[config.mk]
export PLATFORM = sky130hd
export DESIGN_NAME = systolic_seq_ctrl
export DESIGN_NICKNAME = d
export VERILOG_FILES = /design/src/rtl/systolic_seq_ctrl.sv
export SDC_FILE = /design/constraint.sdc
export NUM_CORES = 1
export LEC_CHECK = 0
export BUFFER_PORTS_ARGS = -buffer_cell sky130_fd_sc_hd__buf_2
export CAP_MARGIN = 40
export CORE_MARGIN = 4
export CORE_UTILIZATION = 53
export CTS_CLUSTER_DIAMETER = 30
export DETAILED_ROUTE_END_ITERATION = 12
export HOLD_SLACK_MARGIN = 0.06
export PLACE_DENSITY = 0.85
export SLEW_MARGIN = 20
export SYNTH_ARGS = -nofsm -noshare
export SYNTH_HDL_FRONTEND = slang
export SYNTH_SLANG_ARGS = --single-unit
export TNS_END_PERCENT = 5
[constraint.sdc]
create_clock -name clk -period 2.35 [get_ports clk]
set_clock_uncertainty 0.2 [all_clocks]
set_input_delay 0.235 -clock clk [delete_from_list [all_inputs] [get_ports clk]]
set_output_delay 0.235 -clock clk [all_outputs]
set_load 0.02 [all_outputs]
[src/rtl/systolic_seq_ctrl.sv]
// Sequencer for an N x N output-stationary systolic array: buffers A and B,
// clears the PEs, feeds skewed rows/columns on the west/north edges, drains.

module systolic_lane_sel #(
  parameter int DATA_SIZE = 4,
  parameter int N         = 3,
  parameter int TW        = 3,
  parameter int LANE      = 0
) (
  input  logic                        feed,
  input  logic [TW-1:0]               t,
  input  logic [N-1:0][DATA_SIZE-1:0] vec,
  output logic [DATA_SIZE-1:0]        val
);
  // Lane LANE is delayed LANE cycles: element k appears when t == k + LANE.
  always_comb begin
    val = '0;
    if (feed)
      for (int k = 0; k < N; k++)
        if (t == TW'(k + LANE)) val = vec[k];
  end
endmodule

module systolic_seq_ctrl #(
  parameter int DATA_SIZE = 4,
  parameter int N         = 3
) (
  input  logic                     clk,
  input  logic                     reset,
  input  logic                     ld_en,
  input  logic                     ld_sel,
  input  logic [$clog2(N):0]       ld_row,
  input  logic [$clog2(N):0]       ld_col,
  input  logic [DATA_SIZE-1:0]     ld_data,
  input  logic                     start,
  output logic                     busy,
  output logic                     done,
  output logic                     res_valid,
  output logic                     arr_clr,
  output logic [N*DATA_SIZE-1:0]   arr_a,
  output logic [N*DATA_SIZE-1:0]   arr_b
);
  localparam int RW = $clog2(N) + 1;
  localparam int TW = $clog2(2*N) + 1;

  typedef enum logic [2:0] {S_IDLE, S_CLEAR, S_FEED, S_DRAIN, S_DONE} state_t;

  state_t  state, state_nxt;
  logic [TW-1:0] t, t_nxt;

  logic [N-1:0][N-1:0][DATA_SIZE-1:0] buf_a, buf_b;
  logic [N-1:0][N-1:0][DATA_SIZE-1:0] col_b;
  logic [N-1:0][DATA_SIZE-1:0]        lane_a_nxt, lane_b_nxt;
  logic [N-1:0][DATA_SIZE-1:0]        lane_a, lane_b;
  logic                               feed_nxt;

  always_ff @(posedge clk) begin
    if (reset) begin
      state <= S_IDLE;
      t     <= '0;
    end else begin
      state <= state_nxt;
      t     <= t_nxt;
    end
  end

  always_comb begin
    state_nxt = state;
    t_nxt     = t;
    case (state)
      S_IDLE: if (start) begin
        state_nxt = S_CLEAR;
        t_nxt     = '0;
      end
      S_CLEAR: begin
        state_nxt = S_FEED;
        t_nxt     = '0;
      end
      S_FEED: begin
        if (t == TW'(2*N-2)) begin
          state_nxt = (N == 1) ? S_DONE : S_DRAIN;
          t_nxt     = '0;
        end else begin
          t_nxt = t + 1'b1;
        end
      end
      S_DRAIN: begin
        if (int'(t) >= N-2) begin
          state_nxt = S_DONE;
          t_nxt     = '0;
        end else begin
          t_nxt = t + 1'b1;
        end
      end
      S_DONE: begin
        state_nxt = start ? S_CLEAR : S_IDLE;
        t_nxt     = '0;
      end
      default: begin
        state_nxt = S_IDLE;
        t_nxt     = '0;
      end
    endcase
  end

  assign busy    = (state == S_CLEAR) || (state == S_FEED) || (state == S_DRAIN);
  assign done    = (state == S_DONE);
  assign arr_clr = reset || (state == S_CLEAR);

  // Results stay valid in IDLE until the next run starts clearing the array.
  always_ff @(posedge clk) begin
    if (reset)                     res_valid <= 1'b0;
    else if (state_nxt == S_DONE)  res_valid <= 1'b1;
    else if (state_nxt == S_CLEAR) res_valid <= 1'b0;
  end

  // Out-of-range indices never match a row/column, so they are dropped.
  always_ff @(posedge clk) begin
    if (reset) begin
      buf_a <= '0;
      buf_b <= '0;
    end else if (ld_en && !busy) begin
      for (int r = 0; r < N; r++)
        for (int c = 0; c < N; c++)
          if (ld_row == RW'(r) && ld_col == RW'(c)) begin
            if (ld_sel) buf_b[r][c] <= ld_data;
            else        buf_a[r][c] <= ld_data;
          end
    end
  end

  always_comb begin
    for (int r = 0; r < N; r++)
      for (int c = 0; c < N; c++)
        col_b[c][r] = buf_b[r][c];
  end

  // Lanes are computed from the next state so the registered value lines
  // up with the cycle tagged by state/t.
  assign feed_nxt = (state_nxt == S_FEED);

  for (genvar i = 0; i < N; i++) begin : g_lane
    systolic_lane_sel #(.DATA_SIZE(DATA_SIZE), .N(N), .TW(TW), .LANE(i)) u_a (
      .feed (feed_nxt),
      .t    (t_nxt),
      .vec  (buf_a[i]),
      .val  (lane_a_nxt[i])
    );
    systolic_lane_sel #(.DATA_SIZE(DATA_SIZE), .N(N), .TW(TW), .LANE(i)) u_b (
      .feed (feed_nxt),
      .t    (t_nxt),
      .vec  (col_b[i]),
      .val  (lane_b_nxt[i])
    );
  end

  always_ff @(posedge clk) begin
    if (reset) begin
      lane_a <= '0;
      lane_b <= '0;
    end else begin
      lane_a <= lane_a_nxt;
      lane_b <= lane_b_nxt;
    end
  end

  assign arr_a = lane_a;
  assign arr_b = lane_b;
endmodule

==> flow_summary.json <==
{
  "cts_made_buffers": 9,
  "crit_path_max_fanout": 8,
  "setup_slack_ns": -0.0585,
  "pwr-share-comb": 0.118,
  "synth-edff-count": 0,
  "leakagePower_nw": 1.88,
  "rsz0062_at_grt": "true",
  "top_layer": "met4",
  "timing.fmax_mhz": 415,
  "power_density_nw_per_um2": 595,
  "crit_path_end_kind": "flip-flop",
  "first_global_vias": 3791,
  "status": "finished, violations left",
  "grt.total_usage": 0.233,
  "wl_met1_mm": 4.58,
  "clockRootBuffer": "clkbuf_8",
  "r2r_end": "arr_a[7]",
  "synth_area_um2": 4340,
  "fillCellCount": 634,
  "startpoint": "t[1]",
  "crit_type": "flip-flop to flip-flop",
  "layout-drive-gt1-share": 0.231,
  "total_power_mw": 3.12,
  "synth_top_cell_by_area": "dfxtp_1",
  "seqPwrFrac": 0.570,
  "syn-instance-count": 477,
  "slowest_delay_ns": 0.56,
  "portBuffers": 42,
  "hold_path_class": "primary input to flip-flop",
  "coreArea_um2": 7850,
  "cp.depth": 8,
  "failed_checks": "setup timing",
  "synth.distinct_cells": 49,
  "r2r_slack_ns": -0.06,
  "final_util": 0.668,
  "synth-async-reset-ratio": 0,
  "period_minus_slack_ns": 2.41,
  "wl_per_cell_um": 17.0,
  "max_slew.worst_pin.slew_ns": 0.791,
  "route.met2.wl_mm": 5.58,
  "path_clk_slew_ns": 0.09,
  "synth_top_area_share": 0.480,
  "setup_violations": 24,
  "clkPwrFrac": 0.312,
  "synth_ff_type": "dfxtp_1",
  "finalHoldViolations": 0,
  "max-vdd-ir-drop_mv": 0.454,
  "ys_warn_count": 0,
  "grt_first_pass_wirelength_mm": 18.4,
  "die_w_um": 98.5,
  "std_cell_rows": 32,
  "drt_iter0_drc": 291,
  "reg2reg_from": "t[1]",
  "arrival_ns": 2.50,
  "vias_per_cell": 5.86,
  "grt_remaining_overflow": 0,
  "clk_latency_ns": 0.37,
  "reg2reg_depth": 8,
  "cts.path.max_buffers": 2,
  "netSwitchingFraction": 0.263,
  "crit_buf_inv": 2,
  "wl_met3_um": 697,
  "ys_top_cells_by_area": "dfxtp_1 48%, mux2i_1 15%, nor2_1 7.5%",
  "cp_slowest_cell": "or4b_4",
  "grt_start_max_net_pins": 77,
  "syn_nets": 496,
  "syn-mean-instance-area_um2": 9.10,
  "worstPathCellList": "inv_2 -> ha_4 -> or4b_4 -> a311o_1 -> nor2_4 -> buf_6 -> nand3_4 -> a221oi_2",
  "cts.sinks": 104,
  "htreeDepth": 3,
  "drc": 0,
  "diodes": 0,
  "seq_area_frac_synth": 0.480,
  "io_pins": 43,
  "drv_cap": 0,
  "hold_ws_ns": 0.107,
  "nets": 568,
  "crit_family": "simple AND/OR/NAND/NOR gates",
  "die_y_um": 98.5,
  "tns_ns": -0.946,
  "crit_required_ns": 2.44,
  "syn2layout_area_growth_pct": 20.9,
  "gp_congestion": 0.906,
  "power.internal_mw": 2.30,
  "startpoint_type": "flip-flop",
  "p_sw_mw": 0.821,
  "antenna_found_initial": 0,
  "ys_seq_elements": 104,
  "finalWirelength_mm": 11.2,
  "period_share": 1.02,
  "slew_headroom": 0.473,
  "start_util": 0.553,
  "ant_nets": 0,
  "die_area_um2": 9700,
  "dr.pass1.iters": 5,
  "cts_tree": "built",
  "maxSlewViolCount": 0,
  "hpwl_mm": 7.30,
  "num_vias": 3846,
  "worstSetupEndpoint": "arr_a[7]"
}
==> layout make-up <==
type,instances,area (um^2),share of cell area
clock buffer,12,135,0.0258
multi-input combinational,323,2160,0.413
clock inverter,4,31.3,0.00596
timing repair buffer,90,623,0.119
tap,102,128,0.0243
inverter,21,78.8,0.0150
sequential,104,2080,0.397
==> sequential cells by signal, indices dropped and copies added (netlist names) <==
signal / count
arr_a: 12
buf_b: 36
t: 4
state: 3
res_valid: 1
arr_b: 12
buf_a: 36
==> power by group through the flow <==
stage | Sequential [mW] | Clock, mW | Combinational (mW)
6_report | 1.78 | 0.973 | 0.369
3_3_place_gp | 1.82 | 0 | 0.315
4_1_cts | 1.78 | 0.985 | 0.347
5_1_grt | 1.78 | 1.06 | 0.392
2_1_floorplan | 1.81 | 0 | 0.207
3_5_place_dp | 1.82 | 0 | 0.326
==> cell families after synthesis <==
kind of cell,count (synthesis),synth area share
flops,104,0.480
compound gates,79,0.119
mux,64,0.148
fa+ha+maj,4,0.0115
simple gates,175,0.192
buf+inv,51,0.0499
==> routing by layer <==
layer	track usage	up-vias
met5	0	-
met3	0.0538	33
met4	0.0903	0
met2	0.394	181
met1	0.288	1828
li1	-	1804
==> cell usage in the layout, fill, tap and decap left out, types with 5 or more instances in the layout <==
cell type and n:
o22ai_1 7, buf_4 40, a31oi_1 6, nand3_1 24, clkbuf_8 9, o21ai_0 24, mux2i_1 64, nor2_1 87
a21oi_1 19, dfxtp_1 102, nand2_1 32, buf_2 42, inv_1 19, a221oi_2 7, nor3b_1 5
==> worst min-delay path by stage <==
stage,endpoint,slack (ns),start,depth (start not counted)
6_report,buf_a[35],0.11,ld_data[3],3
5_1_grt,buf_a[35],0.11,ld_data[3],3
4_1_cts,buf_a[35],0.09,ld_data[3],3
3_5_place_dp,res_valid,0.26,res_valid,2
3_3_place_gp,res_valid,0.25,res_valid,2
2_1_floorplan,state[0],0.18,start,2
==> metrics by stage <==
stage          cells  area (um^2)  setup slack (ns)
2_1_floorplan    477         4360           -0.0194
3_3_place_gp     631         4890           -0.0790
3_5_place_dp     631         4890            -0.195
4_1_cts          656         5190           -0.0905
5_1_grt          656         5250            -0.189
6_report         656         5250           -0.0585
==> tightest hold or removal path, delay by kind of cell <==
kind,cells,cell delay [ns]
AOI/OAI and AO/OA,1,0.05
buffers and inverters,1,0.23
and+or+nand+nor,1,0.10
==> timing repair <==
action,4_1_cts,5_1_grt
endpoints found under the hold margin,3,0
gates resized for setup,13,8
setup endpoints to repair,24,24
pin swaps,11,4
hold buffers,3,0
buffers inserted,5,0
gates cloned,1,0
==> Yosys cell counts (4+ instances only) <==
cell type	number
ha_1	4
nand2_1	32
inv_1	21
nand3_1	24
nor3b_1	5
a21oi_1	19
o22ai_1	8
mux2i_1	64
nor2_1	87
a31oi_1	8
buf_1	4
dfxtp_1	104
buf_2	5
o21ai_0	24
a221oi_1	6
clkbuf_1	18
No activity file was read; power rests on OpenSTA's default activity.
